`src/rtl/anf_fl_tex_pkg.sv`:
```
// Shared texture-path definitions: format/class codes and the bytes-per-texel lookup.
package anf_fl_tex_pkg;

    localparam int unsigned FMT_W = 5;

    typedef enum logic [1:0] {
        CLS_8BPC       = 2'b00,
        CLS_16BIT      = 2'b01,
        CLS_COMPRESSED = 2'b10,
        CLS_TILED      = 2'b11
    } fmt_class_e;

    localparam logic [FMT_W-1:0] FMT_RGB_ETC2      = 5'b00010;
    localparam logic [FMT_W-1:0] FMT_RGBA_32       = 5'b00100;
    localparam logic [FMT_W-1:0] FMT_RGBA_16_TILED = 5'b01111;

    // log2 of bytes per texel; compressed blocks are addressed whole, so 0 there
    function automatic logic [1:0] bpt_log2(input logic [FMT_W-1:0] fmt);
        logic [1:0] r;
        r = 2'd2;
        case (fmt[1:0])
            CLS_8BPC:       r = 2'd2;
            CLS_16BIT:      r = 2'd1;
            CLS_COMPRESSED: r = 2'd0;
            default: begin
                case (fmt[4:2])
                    3'b000, 3'b001:         r = 2'd2;
                    3'b010, 3'b011, 3'b101: r = 2'd1;
                    3'b100:                 r = 2'd0;
                    default:                r = 2'd2;
                endcase
            end
        endcase
        return r;
    endfunction

endpackage

```
`src/rtl/anf_fl_tex_addr_gen.sv`:
```
// Coordinate wrap and byte-address generation for linear, tiled and block-compressed layouts.
module anf_fl_tex_addr_gen
    import anf_fl_tex_pkg::*;
#(
    parameter int unsigned COORD_W = 16,
    parameter int unsigned ADDR_W  = 32
) (
    input  logic [COORD_W-1:0] x,
    input  logic [COORD_W-1:0] y,
    input  logic [ADDR_W-1:0]  base,
    input  logic [3:0]         wlog2,
    input  logic [3:0]         hlog2,
    input  logic [FMT_W-1:0]   format,
    output logic [ADDR_W-5:0]  line,
    output logic [3:0]         offset,
    output logic [1:0]         texel_x,
    output logic [1:0]         texel_y
);

    fmt_class_e         cls;
    logic [3:0]         wl;
    logic [1:0]         bl;
    logic [COORD_W-1:0] xw;
    logic [COORD_W-1:0] yw;
    logic [ADDR_W-1:0]  xa;
    logic [ADDR_W-1:0]  ya;
    logic [ADDR_W-1:0]  lin;
    logic [ADDR_W-1:0]  blk;
    logic [ADDR_W-1:0]  intra;
    logic [ADDR_W-1:0]  rel;
    logic [ADDR_W-1:0]  addr;

    always_comb begin
        cls = fmt_class_e'(format[1:0]);
        // 4x4 block layouts need at least one full block per row
        wl  = ((cls == CLS_COMPRESSED || cls == CLS_TILED) && wlog2 < 4'd2) ? 4'd2 : wlog2;
        bl  = bpt_log2(format);
        xw  = x & ((COORD_W'(1) << wl) - COORD_W'(1));
        yw  = y & ((COORD_W'(1) << hlog2) - COORD_W'(1));
        xa  = ADDR_W'(xw);
        ya  = ADDR_W'(yw);
        lin   = ((ya << wl) + xa) << bl;
        blk   = ((ya >> 2) << (wl - 4'd2)) + (xa >> 2);
        intra = ADDR_W'({yw[1:0], xw[1:0]}) << bl;
        case (cls)
            CLS_COMPRESSED: rel = blk << 4;
            CLS_TILED:      rel = (blk << (3'd4 + 3'(bl))) + intra;
            default:        rel = lin;
        endcase
        addr    = (base & ~ADDR_W'(15)) + rel;
        line    = addr[ADDR_W-1:4];
        offset  = (cls == CLS_COMPRESSED) ? 4'd0 : addr[3:0];
        texel_x = xw[1:0];
        texel_y = yw[1:0];
    end

endmodule

```
`src/rtl/anf_fl_tex_texel_fetch.sv`:
```
// Texel fetch: request capture, one-entry line buffer, memory line read and right-aligning shifter.
module anf_fl_tex_texel_fetch
    import anf_fl_tex_pkg::*;
#(
    parameter int unsigned COORD_W = 16,
    parameter int unsigned ADDR_W  = 32,
    parameter int unsigned LINE_W  = 128
) (
    input  logic               clk,
    input  logic               rst,
    input  logic               in_valid,
    output logic               in_ready,
    input  logic [COORD_W-1:0] in_x,
    input  logic [COORD_W-1:0] in_y,
    input  logic [ADDR_W-1:0]  in_base,
    input  logic [3:0]         in_wlog2,
    input  logic [3:0]         in_hlog2,
    input  logic [FMT_W-1:0]   in_format,
    input  logic               inv,
    output logic               mem_req_valid,
    input  logic               mem_req_ready,
    output logic [ADDR_W-5:0]  mem_req_addr,
    input  logic               mem_rvalid,
    input  logic [LINE_W-1:0]  mem_rdata,
    output logic               out_valid,
    input  logic               out_ready,
    output logic [LINE_W-1:0]  out_data,
    output logic [FMT_W-1:0]   out_format,
    output logic [1:0]         out_texelX,
    output logic [1:0]         out_texelY
);

    localparam int unsigned LADDR_W = ADDR_W - 4;

    typedef enum logic [2:0] {S_IDLE, S_CALC, S_REQ, S_WAIT, S_OUT} state_e;

    state_e             state;
    logic [COORD_W-1:0] req_x;
    logic [COORD_W-1:0] req_y;
    logic [ADDR_W-1:0]  req_base;
    logic [3:0]         req_wlog2;
    logic [3:0]         req_hlog2;
    logic [FMT_W-1:0]   req_format;
    logic               lb_valid;
    logic [LADDR_W-1:0] lb_tag;
    logic [LINE_W-1:0]  lb_data;
    logic               inv_seen;

    logic [LADDR_W-1:0] line;
    logic [3:0]         offset;
    logic [1:0]         tx;
    logic [1:0]         ty;
    logic               hit_c;

    anf_fl_tex_addr_gen #(.COORD_W(COORD_W), .ADDR_W(ADDR_W)) u_addr_gen (
        .x       (req_x),
        .y       (req_y),
        .base    (req_base),
        .wlog2   (req_wlog2),
        .hlog2   (req_hlog2),
        .format  (req_format),
        .line    (line),
        .offset  (offset),
        .texel_x (tx),
        .texel_y (ty)
    );

    assign hit_c = lb_valid && !inv && (lb_tag == line);

    always_ff @(posedge clk or posedge rst) begin
        if (rst) begin
            state         <= S_IDLE;
            in_ready      <= 1'b1;
            mem_req_valid <= 1'b0;
            mem_req_addr  <= '0;
            out_valid     <= 1'b0;
            out_data      <= '0;
            out_format    <= '0;
            out_texelX    <= '0;
            out_texelY    <= '0;
            req_x         <= '0;
            req_y         <= '0;
            req_base      <= '0;
            req_wlog2     <= '0;
            req_hlog2     <= '0;
            req_format    <= '0;
            lb_valid      <= 1'b0;
            lb_tag        <= '0;
            lb_data       <= '0;
            inv_seen      <= 1'b0;
        end else begin
            if (inv) lb_valid <= 1'b0;
            case (state)
                S_IDLE: begin
                    if (in_valid) begin
                        req_x      <= in_x;
                        req_y      <= in_y;
                        req_base   <= in_base;
                        req_wlog2  <= in_wlog2;
                        req_hlog2  <= in_hlog2;
                        req_format <= in_format;
                        inv_seen   <= 1'b0;
                        in_ready   <= 1'b0;
                        state      <= S_CALC;
                    end
                end
                S_CALC: begin
                    if (hit_c) begin
                        out_data   <= LINE_W'(lb_data >> {offset, 3'b000});
                        out_format <= req_format;
                        out_texelX <= tx;
                        out_texelY <= ty;
                        out_valid  <= 1'b1;
                        state      <= S_OUT;
                    end else begin
                        mem_req_valid <= 1'b1;
                        mem_req_addr  <= line;
                        state         <= S_REQ;
                    end
                end
                S_REQ: begin
                    if (inv) inv_seen <= 1'b1;
                    if (mem_req_ready) begin
                        mem_req_valid <= 1'b0;
                        state         <= S_WAIT;
                    end
                end
                S_WAIT: begin
                    if (inv) inv_seen <= 1'b1;
                    if (mem_rvalid) begin
                        // a line that raced an invalidate is delivered but never cached
                        lb_tag     <= line;
                        lb_data    <= mem_rdata;
                        lb_valid   <= !inv && !inv_seen;
                        out_data   <= LINE_W'(mem_rdata >> {offset, 3'b000});
                        out_format <= req_format;
                        out_texelX <= tx;
                        out_texelY <= ty;
                        out_valid  <= 1'b1;
                        state      <= S_OUT;
                    end
                end
                S_OUT: begin
                    if (out_ready) begin
                        out_valid <= 1'b0;
                        in_ready  <= 1'b1;
                        state     <= S_IDLE;
                    end
                end
                default: state <= S_IDLE;
            endcase
        end
    end

endmodule

```
`config.mk`:
```
export PLATFORM = sky130hd
export DESIGN_NAME = anf_fl_tex_texel_fetch
export DESIGN_NICKNAME = d
export VERILOG_FILES = /design/src/rtl/anf_fl_tex_pkg.sv /design/src/rtl/anf_fl_tex_addr_gen.sv /design/src/rtl/anf_fl_tex_texel_fetch.sv
export SDC_FILE = /design/constraint.sdc
export NUM_CORES = 1
export LEC_CHECK = 0
export CAP_MARGIN = 20
export CORE_MARGIN = 2
export CORE_UTILIZATION = 40
export DETAILED_ROUTE_END_ITERATION = 7
export GPL_ROUTABILITY_DRIVEN = 0
export PLACE_DENSITY = 0.64
export SLEW_MARGIN = 20
export SYNTH_ARGS = -nofsm -noshare
export SYNTH_HDL_FRONTEND = slang
export SYNTH_SLANG_ARGS = --single-unit
```
`constraint.sdc`:
```
create_clock -name clk -period 29.2 [get_ports clk]
set_clock_uncertainty 0.05 [all_clocks]
set_input_delay 4.38 -clock clk [delete_from_list [all_inputs] [get_ports clk]]
set_output_delay 4.38 -clock clk [all_outputs]
set_load 0.03 [all_outputs]
```
# == Word-level counts from Yosys, hierarchy flattened ==
# Cells that the tools add are included.
# totals
in_bits,212
ff_bits,406
# op_classes
magnitude_cmp,1
bitwise_logic,3
mux,38
n_eq_ne,19
shifts,9
addsub,8
n_reduce_logical,25
# op_table
op,n
128-bit 2-to-1 mux,2
128-bit one-hot mux with 2 select lines,1
128-bit by 7-bit >> shifter with 128-bit output,2
32-bit adder,2
32-bit one-hot mux with 2 select lines,1
32-bit by 14-bit adder with 32-bit output,1
32-bit by 16-bit adder with 32-bit output,1
16-bit bitwise AND,2
"1-bit by 4-bit left shift with 16-bit output, first input constant",2
14-bit by 4-bit left shift with 32-bit output,1
16-bit by 4-bit left shift with 32-bit output,1
32-bit by 2-bit left shift with 32-bit output,1
32-bit by 3-bit left shift with 32-bit output,1
4-bit by 2-bit left shift with 32-bit output,1
"16-bit by 1-bit subtractor with 16-bit output, second input constant",2
28-bit equality test,1
3-bit 2-to-1 mux,5
3-bit one-hot mux with 5 select lines,1
"3-bit by 2-bit equality test with 1-bit output, second input constant",4
"2-bit != test, second input constant",6
2-bit one-hot mux with 2 select lines,3
3-bit AND reduction,4
1-bit 2-to-1 mux,11
5-bit 2-to-1 mux,2
other kinds (26),45

# == Logic depth before layout (Yosys ltp) ==
# Gate-level depths: netlist of run 1.
# logic_depth
word_depth,16
depth_mapped,52
depth_no_buf,44

# == Hierarchy ==
# From an unflattened synthesis of run 1, not the netlist that was laid out.
# hier_totals
hier_cells,2983
hier_area_um2,30379.1
# modules_own_cells
module,area_each_um2,cells_each,seq_area_each_um2,instances
anf_fl_tex_texel_fetch,22302.6,1738,10161.0,1
anf_fl_tex_addr_gen,8076.5,1245,0.0,1

# == Least setup slack after synthesis of run 1 ==
# No wires, ideal clock.
# synth_path
kind,register -> register
from,reg req_wlog2[2]
to,reg mem_req_addr[22]
setup_time_ns,0.128
stages_incl_launch_ff,50
path_slack_ns,17.928
arrival_ns,11.095
synth_period_minus_slack_ns,11.272
cell_sequence,dfrtp_1 -> buf_2 -> or3b_1 -> nand2_1 -> inv_2 -> clkbuf_1 -> clkbuf_1 -> buf_1 -> ha_1 -> clkbuf_1 -> clkbuf_1 -> clkbuf_1 -> clkbuf_1 -> o21ai_0 -> and3_1 -> ha_1 -> a21o_1 -> a21oi_1 -> (+14 left out) -> nand2b_1 -> nor2_1 -> a211oi_1 -> a21oi_1 -> a311oi_1 -> nand3_1 -> nor4_1 -> or4b_2 -> and4b_1 -> nand4_1 -> nor3b_1 -> nand3b_1 -> a211oi_1 -> a2111oi_0 -> buf_2 -> nand2_2 -> buf_2 -> mux2_1
# synth_via
elab_chain_cells,15
elab_cells_between_ends,21
cone_classes,6 x add/sub; 1 x order compare; 1 x eq/ne; 6 x shift; 2 x mux; 2 x bitwise; 3 x reduce/logical
# synth_rtl
element,line_no,text
start: declaration,anf_fl_tex_texel_fetch.sv:41,logic [3:0] req_wlog2;
start signal: assignment,anf_fl_tex_texel_fetch.sv:99,req_wlog2 <= in_wlog2;
4-bit by 2-bit less-than comparator with 1-bit output,anf_fl_tex_addr_gen.sv:36,wl = ((cls == CLS_COMPRESSED || cls == CLS_TILED) && wlog2 < 4'd2) ? 4'd2 : wlog2;
1-bit logical AND,anf_fl_tex_addr_gen.sv:36,
4-bit 2-to-1 mux *,anf_fl_tex_addr_gen.sv:36,
1-bit by 4-bit left shift with 16-bit output,anf_fl_tex_addr_gen.sv:38,xw = x & ((COORD_W'(1) << wl) - COORD_W'(1));
16-bit by 1-bit subtractor with 16-bit output,anf_fl_tex_addr_gen.sv:38,
16-bit bitwise AND,anf_fl_tex_addr_gen.sv:38,
32-bit by 14-bit adder with 32-bit output,anf_fl_tex_addr_gen.sv:43,blk = ((ya >> 2) << (wl - 4'd2)) + (xa >> 2);
32-bit by 3-bit left shift with 32-bit output,anf_fl_tex_addr_gen.sv:47,CLS_TILED: rel = (blk << (3'd4 + 3'(bl))) + intra;
32-bit adder,anf_fl_tex_addr_gen.sv:47,
32-bit one-hot mux with 2 select lines *,anf_fl_tex_addr_gen.sv:45,case (cls)
32-bit adder *,anf_fl_tex_addr_gen.sv:50,addr = (base & ~ADDR_W'(15)) + rel;
28-bit equality test,anf_fl_tex_texel_fetch.sv:68,assign hit_c = lb_valid && !inv && (lb_tag == line);
1-bit logical AND,anf_fl_tex_texel_fetch.sv:68,
1-bit inverter (no line),n/a,
2-bit AND reduction (no line),n/a,
end signal: assignment,anf_fl_tex_texel_fetch.sv:117,mem_req_addr <= line;
end: declaration,anf_fl_tex_texel_fetch.sv:22,"output logic [ADDR_W-5:0] mem_req_addr,"
# Mark *: on every way between the ends. The rest lies on a longest branch, timed or not.
# A chain may end at the register's enable or synchronous reset.

# == Worst setup path after layout of run 1 ==
# layout_path
from,reg req_hlog2[3]
to,reg mem_req_addr[11]
# layout_via
elab_chain_cells,13
elab_cells_between_ends,17
cone_classes,5 x add/sub; 1 x eq/ne; 6 x shift; 1 x mux; 2 x bitwise; 2 x reduce/logical
# layout_rtl
element,line_no,text
start: declaration,anf_fl_tex_texel_fetch.sv:42,logic [3:0] req_hlog2;
start signal: assignment,anf_fl_tex_texel_fetch.sv:100,req_hlog2 <= in_hlog2;
1-bit by 4-bit left shift with 16-bit output *,anf_fl_tex_addr_gen.sv:39,yw = y & ((COORD_W'(1) << hlog2) - COORD_W'(1));
16-bit by 1-bit subtractor with 16-bit output *,anf_fl_tex_addr_gen.sv:39,
16-bit bitwise AND *,anf_fl_tex_addr_gen.sv:39,
14-bit by 4-bit left shift with 32-bit output,anf_fl_tex_addr_gen.sv:43,
32-bit by 14-bit adder with 32-bit output,anf_fl_tex_addr_gen.sv:43,
32-bit by 3-bit left shift with 32-bit output,anf_fl_tex_addr_gen.sv:47,
32-bit adder,anf_fl_tex_addr_gen.sv:47,
32-bit one-hot mux with 2 select lines *,anf_fl_tex_addr_gen.sv:45,
32-bit adder *,anf_fl_tex_addr_gen.sv:50,
28-bit equality test,anf_fl_tex_texel_fetch.sv:68,
1-bit logical AND,anf_fl_tex_texel_fetch.sv:68,
1-bit inverter (no line),n/a,
2-bit AND reduction (no line),n/a,
# Marked as above.

==> reports/qor.yml, run 1 <==
run_status:
  status: "finished, final reports clean"
die:
  die_x_um: 292
  rows: 105
  die_area_um2: 85500
  start_util_pct: 40.5
  io_pins: 380
  coreArea_um2: 82200
  dieHeight_um: 292
timing:
  rsz0062_at_grt: "false"
  relSlewSlack_pct: 25.0
  finalHoldViolCount: 0
  max_freq_mhz: 71.2
  worst_pin_slew_ps: 1130
  timing.setup.tns_ps: 0
  fin_crit_ps: 14050
  fin_crit_sh_pct: 48.1
  setup_viol: 0
  slew_viol_final: 0
logic_synthesis:
  synth.cell_area_um2: 33300
  yosys_warnings: 0
  yosysTopAreaCellShare_pct: 30.0
  synth_cell_types: 103
  syn_inst: 4180
  async_reset_ff_share_pct: 100
  seq_area_frac_synth_pct: 30.1
  yosys-top-cells-count: "1094 x nand2_1, 399 x dfrtp_1, 329 x nor2_1"
  synth_seq_cells: 400
  ys_top_cells_by_area: "dfrtp_1 30%, nand2_1 12%, mux4_2 8.5%"
  avgSynthCellArea_um2: 7.96
  yosysTopAreaCell: "dfrtp_1"
  synth_ff_type: "dfrtp_1"
  synthMostInstantiatedCell: "nand2_1"
  synth_edf_count: 0
setup_path:
  crit_end: "mem_req_addr[11]"
  r2r_slack_ps: 15150
  worst_setup_path_start_kind: "flip-flop"
  crit_start: "req_hlog2[3]"
  crit_required_ps: 29630
  r2r_cells: 42
  max_stage_delay_ps: 750
  cp_data_arrival_time_ps: 14480
  crit_slowest_cell: "nor4bb_1"
  crit_fanout: 163
  cp-end-kind: "flip-flop"
  reg2reg_from: "req_hlog2[3]"
  rr_endpoint: "mem_req_addr[11]"
  crit_type: "reg2reg"
routing:
  routedWlPerCell_um: 23.6
  via_per_inst: 6.10
  final_antenna_net_count: 0
  drt_iter0_drc: 4015
  vias: 33200
  wl_um: 129000
  first_pass_iters: 6
  drc_errors: 0
clocking:
  cts-root-buf: "clkbuf_16"
  clkSinkCount: 400
  cts_tree: "done"
  cts_resized: 0
  worstSkewPairLatency_ps: 640
  clk_pin_slew_ps: 60
  cts_setup_buffers: 0
  h-tree-depth: 2
  numCtsBuffers: 49
  clk_path_buf_depth: 3
  postCtsHoldBufs: 0
global_routing:
  grt-ovfl-total: 0
  grt_max_degree: 164
  first_global_vias: 30400
  grt_usage_pct: 29.2
  antenna_found_initial: 5
  grt_pass1_wl_um: 192000
cells_and_area:
  layout.nets: 4615
  drive_gt1_share_pct: 10.4
  stdcell_area_um2: 39400
  diodes: 0
  fillCellCount: 8003
  syn2layout_area_growth_pct: 18.3
run:
  drv_cap: 0
worst_hold_path:
  hp-class: "reg2reg"
placed_design:
  dpl_cell_area_um2: 37700
  hpwl_um: 94000
  portBuffers: 373
==> critical path, delay by kind of cell (launching register included) <==
kind / cells / cell delay (ps)
simple gates: 19 / 6060
fa+ha+maj: 3 / 1310
flops: 1 / 680
buf+inv: 1 / 300
mux: 2 / 760
xor+xnor: 2 / 580
compound gates: 15 / 3940
==> layer usage <==
layer / up-vias / share of wire [%] / global-route usage, %
li1: 15200 / - / -
met1: 16100 / 41 / 39.9
met2: 1682 / 45 / 45.6
met3: 295 / 9.2 / 5.05
met4: 10 / 4.8 / 12.2
met5: - / 0.048 / 0
==> worst min path at each step <==
| stage | end | from | depth (start not counted) | slack, ps |
|---|---|---|---|---|
| detailed placement | lb_data[6] | lb_data[6] | 2 | 410 |
| floorplan | lb_valid | inv_seen | 1 | 390 |
| global placement | lb_data[1] | lb_data[1] | 2 | 400 |
| finish | lb_data[122] | lb_data[122] | 2 | 420 |
| CTS | lb_data[124] | lb_data[124] | 2 | 430 |
| global route | lb_data[0] | lb_data[0] | 2 | 440 |
==> registers in the layout, indices dropped and copies added, names as in the netlist <==
register	count
mem_req_valid	1
out_data	128
req_y	15
lb_valid	1
out_valid	1
out_format	5
req_x	15
lb_data	128
req_wlog2	4
req_format	5
state	3
out_texelY	2
lb_tag	28
in_ready	1
out_texelX	2
mem_req_addr	28
req_base	28
inv_seen	1
req_hlog2	4
==> cell families (layout without fill, tap and decap cells) <==
group | after synthesis | count (layout) | share of synthesized area, %
XOR/XNOR | 127 | 127 | 3.51
flip-flops | 400 | 400 | 30.1
multiplexers | 367 | 367 | 16.3
adder cells (fa/ha/maj) | 61 | 61 | 2.35
AND/OR/NAND/NOR | 1933 | 1933 | 25.3
other | 1 | 3 | 0.0113
AO/OA/AOI/OAI | 922 | 922 | 18.1
buffers and inverters | 369 | 568 | 4.38
==> final cells by class <==
class | count | area [µm²] | share of cell area (%)
multi-input cells | 3413 | 22000 | 55.7
well taps | 1070 | 1340 | 3.40
clock inverters | 18 | 278 | 0.705
inverters | 50 | 195 | 0.496
clock buffers | 71 | 1420 | 3.60
flip-flops and latches | 400 | 10000 | 25.4
repair buffers | 429 | 4180 | 10.6
==> stage by stage <==
stage                     instances  utilization [%]  hold slack, ps  setup WS [ps]
final                          5451             47.9             421          15150
after global routing           5451             47.9             443          14380
after CTS                      5451             47.9             428          15250
after detailed placement       5362             45.8             411          15330
after global placement         5362             45.8             404          15400
after floorplan                4182                -             386          13650
==> layout by cell type, fill, tap and decap left out, types with 15 or more instances in the layout <==
master	count
and3_1	24
nand2b_1	49
clkbuf_16	49
and2_1	23
mux4_2	126
xor2_1	56
a21o_1	26
mux2i_1	92
buf_4	53
nor2b_1	66
mux2_1	15
mux2_2	134
or4_1	16
nand3_1	123
inv_1	44
a22oi_1	42
xnor2_1	66
dfrtp_1	396
nor3_1	108
o21ai_0	230
a21oi_1	223
ha_1	57
o21a_1	71
o211ai_1	82
a211oi_1	46
nand2_1	1089
nor2_1	325
clkdlybuf4s50_1	373
o31ai_1	17
a31oi_1	20
Power of run 1 is left out: the tool's default activity adds up to more than one toggle a clock period on the data nets, which glitch-free logic cannot reach.
==> run 2: changes to the inputs <==
Clock period 29.2 ns to 14.7 ns, I/O delays scaled along.
==> run 2 against run 1 <==
Register-to-register slack got worse by 14000 ps. Hold slack barely moved. Non-clock buffer count rose by 2. Fmax rose by 5.0%. Sequential share of layout area barely moved. Core utilization barely moved. Routed wire length fell by 0.11%. Design area barely moved. Global-route usage rose by 0.13 points. Cell count barely moved. Flip-flop and latch count did not move.
==> reports/qor.yml, run 2 (same netlist as run 1, synthesis figures left out) <==
die:
  dieHeight_um: 292  # unchanged
  rows: 105  # unchanged
  die_x_um: 292  # unchanged
  coreArea_um2: 82200  # unchanged
  die_area_um2: 85500  # unchanged
  start_util_pct: 40.5  # unchanged
  io_pins: 380  # unchanged
routing:
  routedWlPerCell_um: 23.6  # -0.16%
  drc_errors: 0  # unchanged
  final_antenna_net_count: 0  # unchanged
  via_per_inst: 6.10  # about the same
  first_pass_iters: 6  # unchanged
  vias: 33300  # +0.075%
  drt_iter0_drc: 4014  # -0.025%
  wl_um: 129000  # -0.11%
run_status:
  status: "finished, final reports clean"
timing:
  relSlewSlack_pct: 20.4  # -4.6 points
  worst_pin_slew_ps: 1180  # +57.0 ps
  max_freq_mhz: 74.8  # +5.0%
  fin_crit_ps: 13370  # -675 ps
  fin_crit_sh_pct: 91.0  # +43 points
  fin_ws_ps: 1330  # -13820 ps
  holdWs_ps: 422  # +0.130 ps
  setup_viol: 0  # unchanged
  timing.setup.tns_ps: 0  # unchanged
  finalHoldViolCount: 0  # unchanged
  slew_viol_final: 0  # unchanged
  rsz0062_at_grt: "false"
setup_path:
  path_buf_inv: 2  # +1
  crit_slowest_cell: "nor4bb_1"
  worst_setup_path_start_kind: "flip-flop"
  critPathTopFamily: "simple AND/OR/NAND/NOR gates"
  crit_fanout: 162  # -0.61%
  cp_common_cell: "a21oi_1"
  r2r_cells: 43  # +2.4%
  rr_endpoint: "out_data[123]"
  r2r_slack_ps: 1330  # -13820 ps
  max_stage_delay_ps: 720  # -30 ps
  cp_data_arrival_time_ps: 13890  # -590 ps
  reg2reg_from: "req_hlog2[1]"
  crit_required_ps: 15220  # -14410 ps
  crit_type: "reg2reg"
  cp-end-kind: "flip-flop"
clocking:
  clkSinkCount: 400  # unchanged
  cts_setup_buffers: 0  # unchanged
  clk_pin_slew_ps: 60  # about the same
  cts_tree: "done"
  cts-root-buf: "clkbuf_16"
  cts_resized: 0  # unchanged
  numCtsBuffers: 49  # unchanged
  clk_path_buf_depth: 3  # unchanged
  worstSkewPairLatency_ps: 660  # +20 ps
  h-tree-depth: 2  # unchanged
  postCtsHoldBufs: 0  # unchanged
cells_and_area:
  syn2layout_area_growth_pct: 18.3  # about the same
  layout.nets: 4617  # +0.043%
  final_common_cell: "nand2_1"
  mostFrequentLayoutCells: "1089 x nand2_1, 396 x dfrtp_1, 373 x clkdlybuf4s50_1"
  reg.largest.list: "lb_data: 128 flops, out_data: 128 flops"
  drive_gt1_share_pct: 10.5  # +0.068 points
  layoutNonFillerInstCount: 5454  # +0.055%
worst_hold_path:
  whs_path_depth: 2  # unchanged
  min_delay_worst_endpoint: "lb_data[121]"
  worstHoldStart: "lb_data[121]"
  hp-class: "reg2reg"
global_routing:
  grt-ovfl-total: 0  # unchanged
  met2_usage_pct: 45.5  # -0.064 points
  grt_pass1_wl_um: 193000  # +0.41%
  antenna_found_initial: 4  # -1
  grt.busiest_layer: "met2"
  grt_usage_pct: 29.3  # +0.13 points
  grt_max_degree: 163  # -0.61%
  use_met1_pct: 39.9  # -0.055 points
  grtUsageMet3_pct: 5.26  # +0.20 points
  first_global_vias: 30700  # +0.90%
placed_design:
  place_worst_setup_slack_ps: 1640  # -13690 ps
  portBuffers: 373  # unchanged
  dp.cells: 5364  # +0.037%
  hpwl_um: 94600  # +0.61%
run:
  drv_cap: 0  # unchanged
run 2: worst max-delay path by stage:
stage                     slack, ps  depth (start not counted)             to         start
final                          1330                         43  out_data[123]  req_hlog2[1]
after global routing            620                         43  out_data[121]  req_hlog2[1]
after detailed placement       1640                         43  out_texelX[1]  req_hlog2[1]
after CTS                      1590                         43  out_texelX[1]  req_hlog2[1]
after floorplan                1320                          1       inv_seen           rst
after global placement         1810                         43  out_texelX[1]  req_hlog2[1]
run 2: area by class of cell:
| type | instances | area [µm²] |
|---|---|---|
| Timing Repair Buffer | 431 | 4190 |
| Multi-Input combinational cell | 3413 | 21900 |
| Tap cell | 1070 | 1340 |
| Clock buffer | 70 | 1450 |
| Fill cell | 7959 | 42900 |
| Inverter | 50 | 195 |
| Sequential cell | 400 | 10000 |
| Clock inverter | 17 | 214 |
| Antenna cell | 3 | 7.51 |
run 2: worst min-delay path, cell delays in order, from the launching register on:
cell and delay, ps:
dfrtp_1 340, nand2_1 50, nand2_1 50
run 2: stage by stage:
stage | utilization [%] | area (µm²)
floorplan | - | 33300
global placement | 45.8 | 37700
detailed placement | 45.8 | 37700
CTS | 47.8 | 39300
global route | 47.8 | 39400
finish | 47.9 | 39400
run 2: layer usage:
metal	share of wire, %	up-vias
met3	9.6	271
met1	40	16200
met4	5.2	4
met5	0.019	-
li1	-	15100
met2	45	1698
Power of run 2 is left out for the same reason.
